===== src/rtl/tag_release.sv =====
// tag_release: write-side producer for the free-tag FIFO.
// After reset or flush it refills the FIFO with tags 0..NTAGS-1.
// It then forwards released tags from a small pending queue, one per cycle.
module tag_release #(
  parameter int DSIZE  = 5,
  parameter int NTAGS  = 32,
  parameter int PDEPTH = 4,
  parameter int PASIZE = 2
) (
  input  logic              wclk,
  input  logic              wrst_n,
  input  logic              flush,
  input  logic              wfull,
  output logic [DSIZE-1:0]  wdata,
  output logic              winc,
  input  logic              rel0_valid,
  input  logic [DSIZE-1:0]  rel0_tag,
  input  logic              rel1_valid,
  input  logic [DSIZE-1:0]  rel1_tag,
  output logic              rel_ready,
  output logic              init_busy,
  output logic [PASIZE:0]   pend_cnt,
  output logic              ovf_err
);

  // state | meaning
  // INIT  | refilling the FIFO with tags 0..NTAGS-1
  // RUN   | forwarding released tags from the pending queue
  typedef enum logic {S_INIT, S_RUN} state_t;

  localparam logic [DSIZE-1:0] LAST_TAG = DSIZE'(NTAGS - 1);
  localparam logic [PASIZE:0]  DEPTH_C  = (PASIZE+1)'(PDEPTH);

  state_t             r_state;
  logic [DSIZE-1:0]   r_icnt;
  logic [DSIZE-1:0]   r_q [PDEPTH];
  logic [PASIZE-1:0]  r_head;
  logic [PASIZE-1:0]  r_tail;
  logic [PASIZE:0]    r_cnt;
  logic               r_ovf;

  logic               w_run;
  logic [PASIZE:0]    w_free;
  logic               w_acc0;
  logic               w_acc1;
  logic [PASIZE:0]    w_npush;
  logic               w_pop;
  logic               w_ovf_set;
  logic [PASIZE-1:0]  w_tail1;

  // Outputs are derived from registered state so a write is only issued when the FIFO can take it.
  // winc is gated by wrst_n so it drops the moment reset is asserted.
  always_comb begin
    w_run     = (r_state == S_RUN);
    w_free    = DEPTH_C - r_cnt;
    rel_ready = w_run && !flush && (w_free >= (PASIZE+1)'(2));
    winc      = wrst_n && !wfull && !flush && (w_run ? (r_cnt != '0) : 1'b1);
    wdata     = w_run ? r_q[r_head] : r_icnt;
    init_busy = !w_run;
    w_acc0    = rel_ready && rel0_valid;
    w_acc1    = rel_ready && rel1_valid;
    w_npush   = (PASIZE+1)'(w_acc0) + (PASIZE+1)'(w_acc1);
    w_pop     = w_run && winc;
    w_ovf_set = (rel0_valid || rel1_valid) && !rel_ready && !flush;
    w_tail1   = r_tail + PASIZE'(1);
  end

  assign pend_cnt = r_cnt;
  assign ovf_err  = r_ovf;

  // Control state: refill sequencing, queue pointers and the sticky overflow flag.
  always_ff @(posedge wclk or negedge wrst_n) begin
    if (!wrst_n) begin
      r_state <= S_INIT;
      r_icnt  <= '0;
      r_head  <= '0;
      r_tail  <= '0;
      r_cnt   <= '0;
      r_ovf   <= 1'b0;
    end else begin
      if (w_ovf_set) r_ovf <= 1'b1;
      if (flush) begin
        r_state <= S_INIT;
        r_icnt  <= '0;
        r_head  <= '0;
        r_tail  <= '0;
        r_cnt   <= '0;
      end else begin
        if (!w_run && winc) begin
          if (r_icnt == LAST_TAG) begin
            r_state <= S_RUN;
            r_icnt  <= '0;
          end else begin
            r_icnt  <= r_icnt + DSIZE'(1);
          end
        end
        if (w_pop) r_head <= r_head + PASIZE'(1);
        r_tail <= r_tail + w_npush[PASIZE-1:0];
        r_cnt  <= r_cnt + w_npush - (PASIZE+1)'(w_pop);
      end
    end
  end

  // Pending-queue storage; port 0 takes the earlier slot when both ports release together.
  always_ff @(posedge wclk) begin
    if (w_acc0) r_q[r_tail] <= rel0_tag;
    if (w_acc1) r_q[w_acc0 ? w_tail1 : r_tail] <= rel1_tag;
  end

endmodule


===== config.mk =====
export PLATFORM = sky130hd
export DESIGN_NAME = tag_release
export DESIGN_NICKNAME = d
export VERILOG_FILES = /design/src/rtl/tag_release.sv
export SDC_FILE = /design/constraint.sdc
export NUM_CORES = 1
export LEC_CHECK = 0
export BUFFER_PORTS_ARGS = -buffer_cell sky130_fd_sc_hd__buf_2
export CAP_MARGIN = 30
export CORE_MARGIN = 5
export CORE_UTILIZATION = 60
export DETAILED_ROUTE_END_ITERATION = 12
export GPL_TIMING_DRIVEN = 0
export PLACE_DENSITY = 0.84
export SYNTH_ARGS = -nofsm -noshare
export SYNTH_HDL_FRONTEND = slang
export SYNTH_SLANG_ARGS = --single-unit
export TNS_END_PERCENT = 100

===== constraint.sdc =====
create_clock -name wclk -period 7.44 [get_ports wclk]
set_clock_uncertainty 0.05 [all_clocks]
set_input_delay 1.488 -clock wclk [delete_from_list [all_inputs] [get_ports wclk]]
set_output_delay 1.488 -clock wclk [all_outputs]
set_load 0.005 [all_outputs]

# Yosys cells after proc, flatten, opt, wreduce, memory -nomap -nowiden
# Memories as Yosys holds them, arrays and structs flattened.
# Cells that the tools add are included.
# totals
register_bits,14
ram_bits,20
input_bits,16
out_inout_bits,12
wordCells,55
n_memories,1
# memory_table
name,depth,word_bits,rd,rd_clocked_by_memory_dff,write_ports,line_no,source
r_q,4,5,1,0,2,36,logic [DSIZE-1:0] r_q [PDEPTH];
# classes
n_addsub,8
n_lt_le_gt_ge,1
n_eq_ne,1
mux,17
reduce_logical,21
# op_table
op,count
2-to-1 mux 5 bit,4
logical AND 1 bit,11
2-to-1 mux 1 bit,8
2-to-1 mux 2 bit,4
nonzero test 2 bit,3
"adder 5 x 1 -> 5 bit, second input constant",1
"== test 5 bit, second input constant",1
"adder 2 x 1 -> 2 bit, second input constant",2
zero test 1 bit,4
adder 3 x 2 -> 3 bit,1
">= comparator 3 x 2 -> 1 bit, second input constant",1
2-to-1 mux 3 bit,1
nonzero test 3 bit,1
subtractor 3 x 1 -> 3 bit,1
"subtractor 3 bit, first input constant",1
adder 1 x 1 -> 2 bit,1
adder 2 bit,1
AND reduction 2 bit,1
logical OR 1 bit,1

# Depth between registers and ports, before layout
# depth
depth_word,8
depth_mapped,17
ltp_nobuf,16

# Least setup slack after synthesis
# No wires, ideal clock.
# synth_path
path_kind,input -> register
start,in flush
end,reg r_cnt[2] (netlist: pend_cnt[2])
setup_time_ns,0.132
arrival_ns,3.606
required_time_ns,7.258
setup_slack_ns,3.652
path_stages,15
n_path_buf,2
cell_sequence,buf_4 and3b_1 clkbuf_2 nand2_1 inv_1 ha_1 inv_1 ha_1 inv_1 ha_1 inv_1 fa_1 xnor2_1 xnor2_1 nor2_1
# synth_between
elab_chain_len,8
elab_cells_between_ends,12
classes_between,add/sub (3); mux (1); reduce/logical (8)
# synth_rtl
element,line_no,source
start: declaration,12,"input logic flush,"
zero test 1 bit,"56, 57",
logical AND 1 bit (2 in series),56,rel_ready = w_run && !flush && (w_free >= (PASIZE+1)'(2));
"logical AND 1 bit, on equally long branches","60, 61",
adder 1 x 1 -> 2 bit,62,w_npush = (PASIZE+1)'(w_acc0) + (PASIZE+1)'(w_acc1);
adder 3 x 2 -> 3 bit,99,r_cnt <= r_cnt + w_npush - (PASIZE+1)'(w_pop);
subtractor 3 x 1 -> 3 bit,99,
2-to-1 mux 3 bit (*),82,if (flush) begin
end signal: assignment,99,
end: declaration,39,logic [PASIZE:0] r_cnt;
# Mark *: on every way between the ends. The rest lies on a longest branch, timed or not.
# A chain may end at the register's enable or synchronous reset.

# Worst setup path after layout
# layout_path
start,in wrst_n
end,out winc
# layout_between
elab_chain_len,3
# layout_rtl
element,line_no,source
start: declaration,11,"input logic wrst_n,"
logical AND 1 bit (3 in series),57,winc = wrst_n && !wfull && !flush && (w_run ? (r_cnt != '0) : 1'b1);
end: declaration,15,"output logic winc,"
# No other way between the ends.

==> results by group <==
Setup path
  – Crit path max-delay family: buffers and inverters
  – Crit start category: input pin
  – CP arrival: 2500 ps
  – CP most frequent cell: buf_2
  – Crit path kind: in -> out
  – Worst Path Buf+Inv: 2
  – CP max FO: 17
  – Critical Path Max Stage Delay: 330 ps
  – CP Capture Type: primary output
  – Crit path cell chain: buf_2 -> nor3b_1 -> a21boi_0 -> buf_2
  – Worst path required time: 5900 ps
  – Slowest-stage cell, CP: nor3b_1

STA
  – Slew Limit Headroom: 35.6%
  – Final setup viols: 0
  – Unrepaired setup endpoints after global routing: no
  – Worst-margin pin slew: 962 ps
  – Final hold vios: 0
  – Period utilisation layout: 54.2%
  – Final slew viol count: 0
  – Setup_tns: 0 ps
  – Fmax: 248 MHz
  – Post-layout minimum cycle time: 4030 ps

Routing
  – Routed WL: 4.38 mm
  – Vias: 1,501
  – Post-DRT Antenna Nets: 0
  – Wire per inst: 17.2 um
  – DRC: 0
  – Vias per cell: 5.89
  – Iter 0 DRT Violations: 131
  – DR pass1 iterations: 4

Synthesis
  – Syn_nets: 205
  – Post-Syn Area: 0.00212 mm^2
  – Mapped Cells: 174
  – Synth top area share: 28.3%
  – Yosys warnings: 0
  – Avg Inst Size Synth: 12.2 um^2
  – Commonest cells in the synthesized netlist: mux2_2 (25), edfxtp_1 (20), dfrtp_1 (14), ha_1 (14), inv_1 (12)
  – Post-synth ARST share: 41.2%
  – Post-synthesis sequential area ratio: 44.8%
  – Post-synth EDFFs: 20
  – Synth Flop Type: edfxtp_1
  – Yosys reg bits: 34
  – Count leader, synth: mux2_2
  – Netlist cell types: 43
  – Yosys top cell by area: edfxtp_1
  – Ranking of synthesized cells by area: edfxtp_1 (28%), dfrtp_1 (16%), mux2_2 (13%)

Placement
  – Placed cell area: 0.00231 mm^2
  – I/O Buffers: 26
  – Final GP Congestion: 0.793
  – HPWL after DPL: 3.28 mm

Worst hold path
  – Worst min path class: reg -> reg

Global route
  – Vias in the first global route: 1,536
  – First-pass GRT wire length: 7.24 mm
  – GR Overflow Total: 0
  – Tot GR Track Use: 19.0%
  – Initial antenna violation count: 0
  – Largest net degree at the start of global routing: 18

Clocking
  – Post-cts sizing count: 0
  – TritonCTS buffer count: 5
  – Skew-Pair Late Insertion Delay: 340 ps
  – Bufs on Longest Clock Path: 2
  – Setup Fix Bufs, Post-CTS: 0
  – CTS sink count: 34
  – CTS tree: built
  – Root buffer cell: clkbuf_4
  – Clk slew on worst S/H paths: 100 ps
  – CTS Hold Bufs: 0
  – H-tree levels: 2

Cells and area
  – Fillcell total: 241
  – Final instance area: 0.00237 mm^2
  – Layout cell share with drive strength beyond 1: 37.3%
  – Layout area overhead: 11.4%
  – Diode count: 0
  – Nets: 239

Floorplanning
  – Die height: 69.5 um
  – Die ar.: 0.00483 mm^2
  – IO Count: 28
  – Starting Density: 62.7%
  – Die extent in x: 69.5 um
  – Core box area: 0.00339 mm^2
  – Row count: 21

Status
  – Status: completed

Pwr
  – Cell Pwr Density: 135 mW/mm^2
  – Worst VDD drop: 64.8 uV
  – Lkg Pwr: 0.984 nW

Flow run
  – Max-cap violations: 0
## cells by family after synthesis
group,share of synthesized area [%]
AND/OR/NAND/NOR,11.1
multiplexers,19.0
AO/OA/AOI/OAI,8.78
flip-flops,44.8
buffers and inverters,4.71
adder cells (fa/ha/maj),9.19
XOR/XNOR,2.47
## final cells by class
cell class              instances  area (um^2)  area share (%)
plain buffers                   9         51.3            2.17
multi-input cells             118         1070            45.3
clock buffers                   6         41.3            1.74
inverters                      13         48.8            2.06
repair buffers                 27          135            5.71
clock inverters                 2         8.76           0.370
flip-flops and latches         34          951            40.2
well taps                      46         57.6            2.43
## placed cells by master, fill, tap and decap left out, types with 3 or more instances in the layout
cell      count
a21oi_1       8
a31oi_1       3
buf_2        31
clkbuf_1      3
clkbuf_4      5
dfrtp_1      14
edfxtp_1     20
ha_1         14
inv_1        12
mux2_2       25
mux4_2        5
nand2_1       4
nand3_1       3
nor2_1       11
nor2b_1       3
nor3_1        3
nor3b_1       4
o32ai_1       3
xnor2_1       4
## worst paths after layout
path | startpoint | to | slack [ps] | cells after the start
max reg2reg | pend_cnt[0]$_DFF_PN0_ | pend_cnt[2]$_DFF_PN0_ | 4020 | 17
max | wrst_n | winc | 3410 | 4
min in group asynchronous | wrst_n | pend_cnt[2]$_DFF_PN0_ | 990 | 1
min reg2reg | ovf_err$_DFFE_PN0P_ | ovf_err$_DFFE_PN0P_ | 430 | 2
max in group asynchronous | wrst_n | r_icnt[4]$_DFFE_PN0P_ | 6090 | 1
min | ovf_err$_DFFE_PN0P_ | ovf_err$_DFFE_PN0P_ | 430 | 2
## metrics by stage
stage	util, %	setup slack [ps]	total power, W	instances	hold slack [ps]
2_1_floorplan	-	3650	0.000215	174	410
3_3_place_gp	68.2	3400	0.000224	246	392
3_5_place_dp	68.2	3390	0.000225	246	409
4_1_cts	69.7	3410	0.000322	254	436
5_1_grt	69.8	3280	0.000335	255	482
6_report	69.8	3410	0.000319	255	433
## registers in the layout, indices dropped and copies added, names as in the netlist
signal	flops
r_q	20
r_icnt	5
pend_cnt	3
r_head	2
r_tail	2
ovf_err	1
r_state	1
## per-layer routing
metal	global-route usage (%)	part of all wire [%]	wire length [um]	up-vias
met5	0	0	0	-
met4	5.42	1.1	47	0
met3	5.80	3.6	157	6
met2	32.7	53	2320	30
met1	22.7	42	1850	750
li1	-	-	-	715
## power by group
group          internal [W]  leakage, nW  switching, W
logic            0.00000972        0.585     0.0000101
registers          0.000200        0.369   0.000000803
clock network     0.0000355       0.0297     0.0000627
## tightest hold or removal path, stage by stage, from the launching register on
cell and delay (ps):
dfrtp_1 350, inv_1 40, o31ai_1 60
Power figures use the tool's default switching activity.
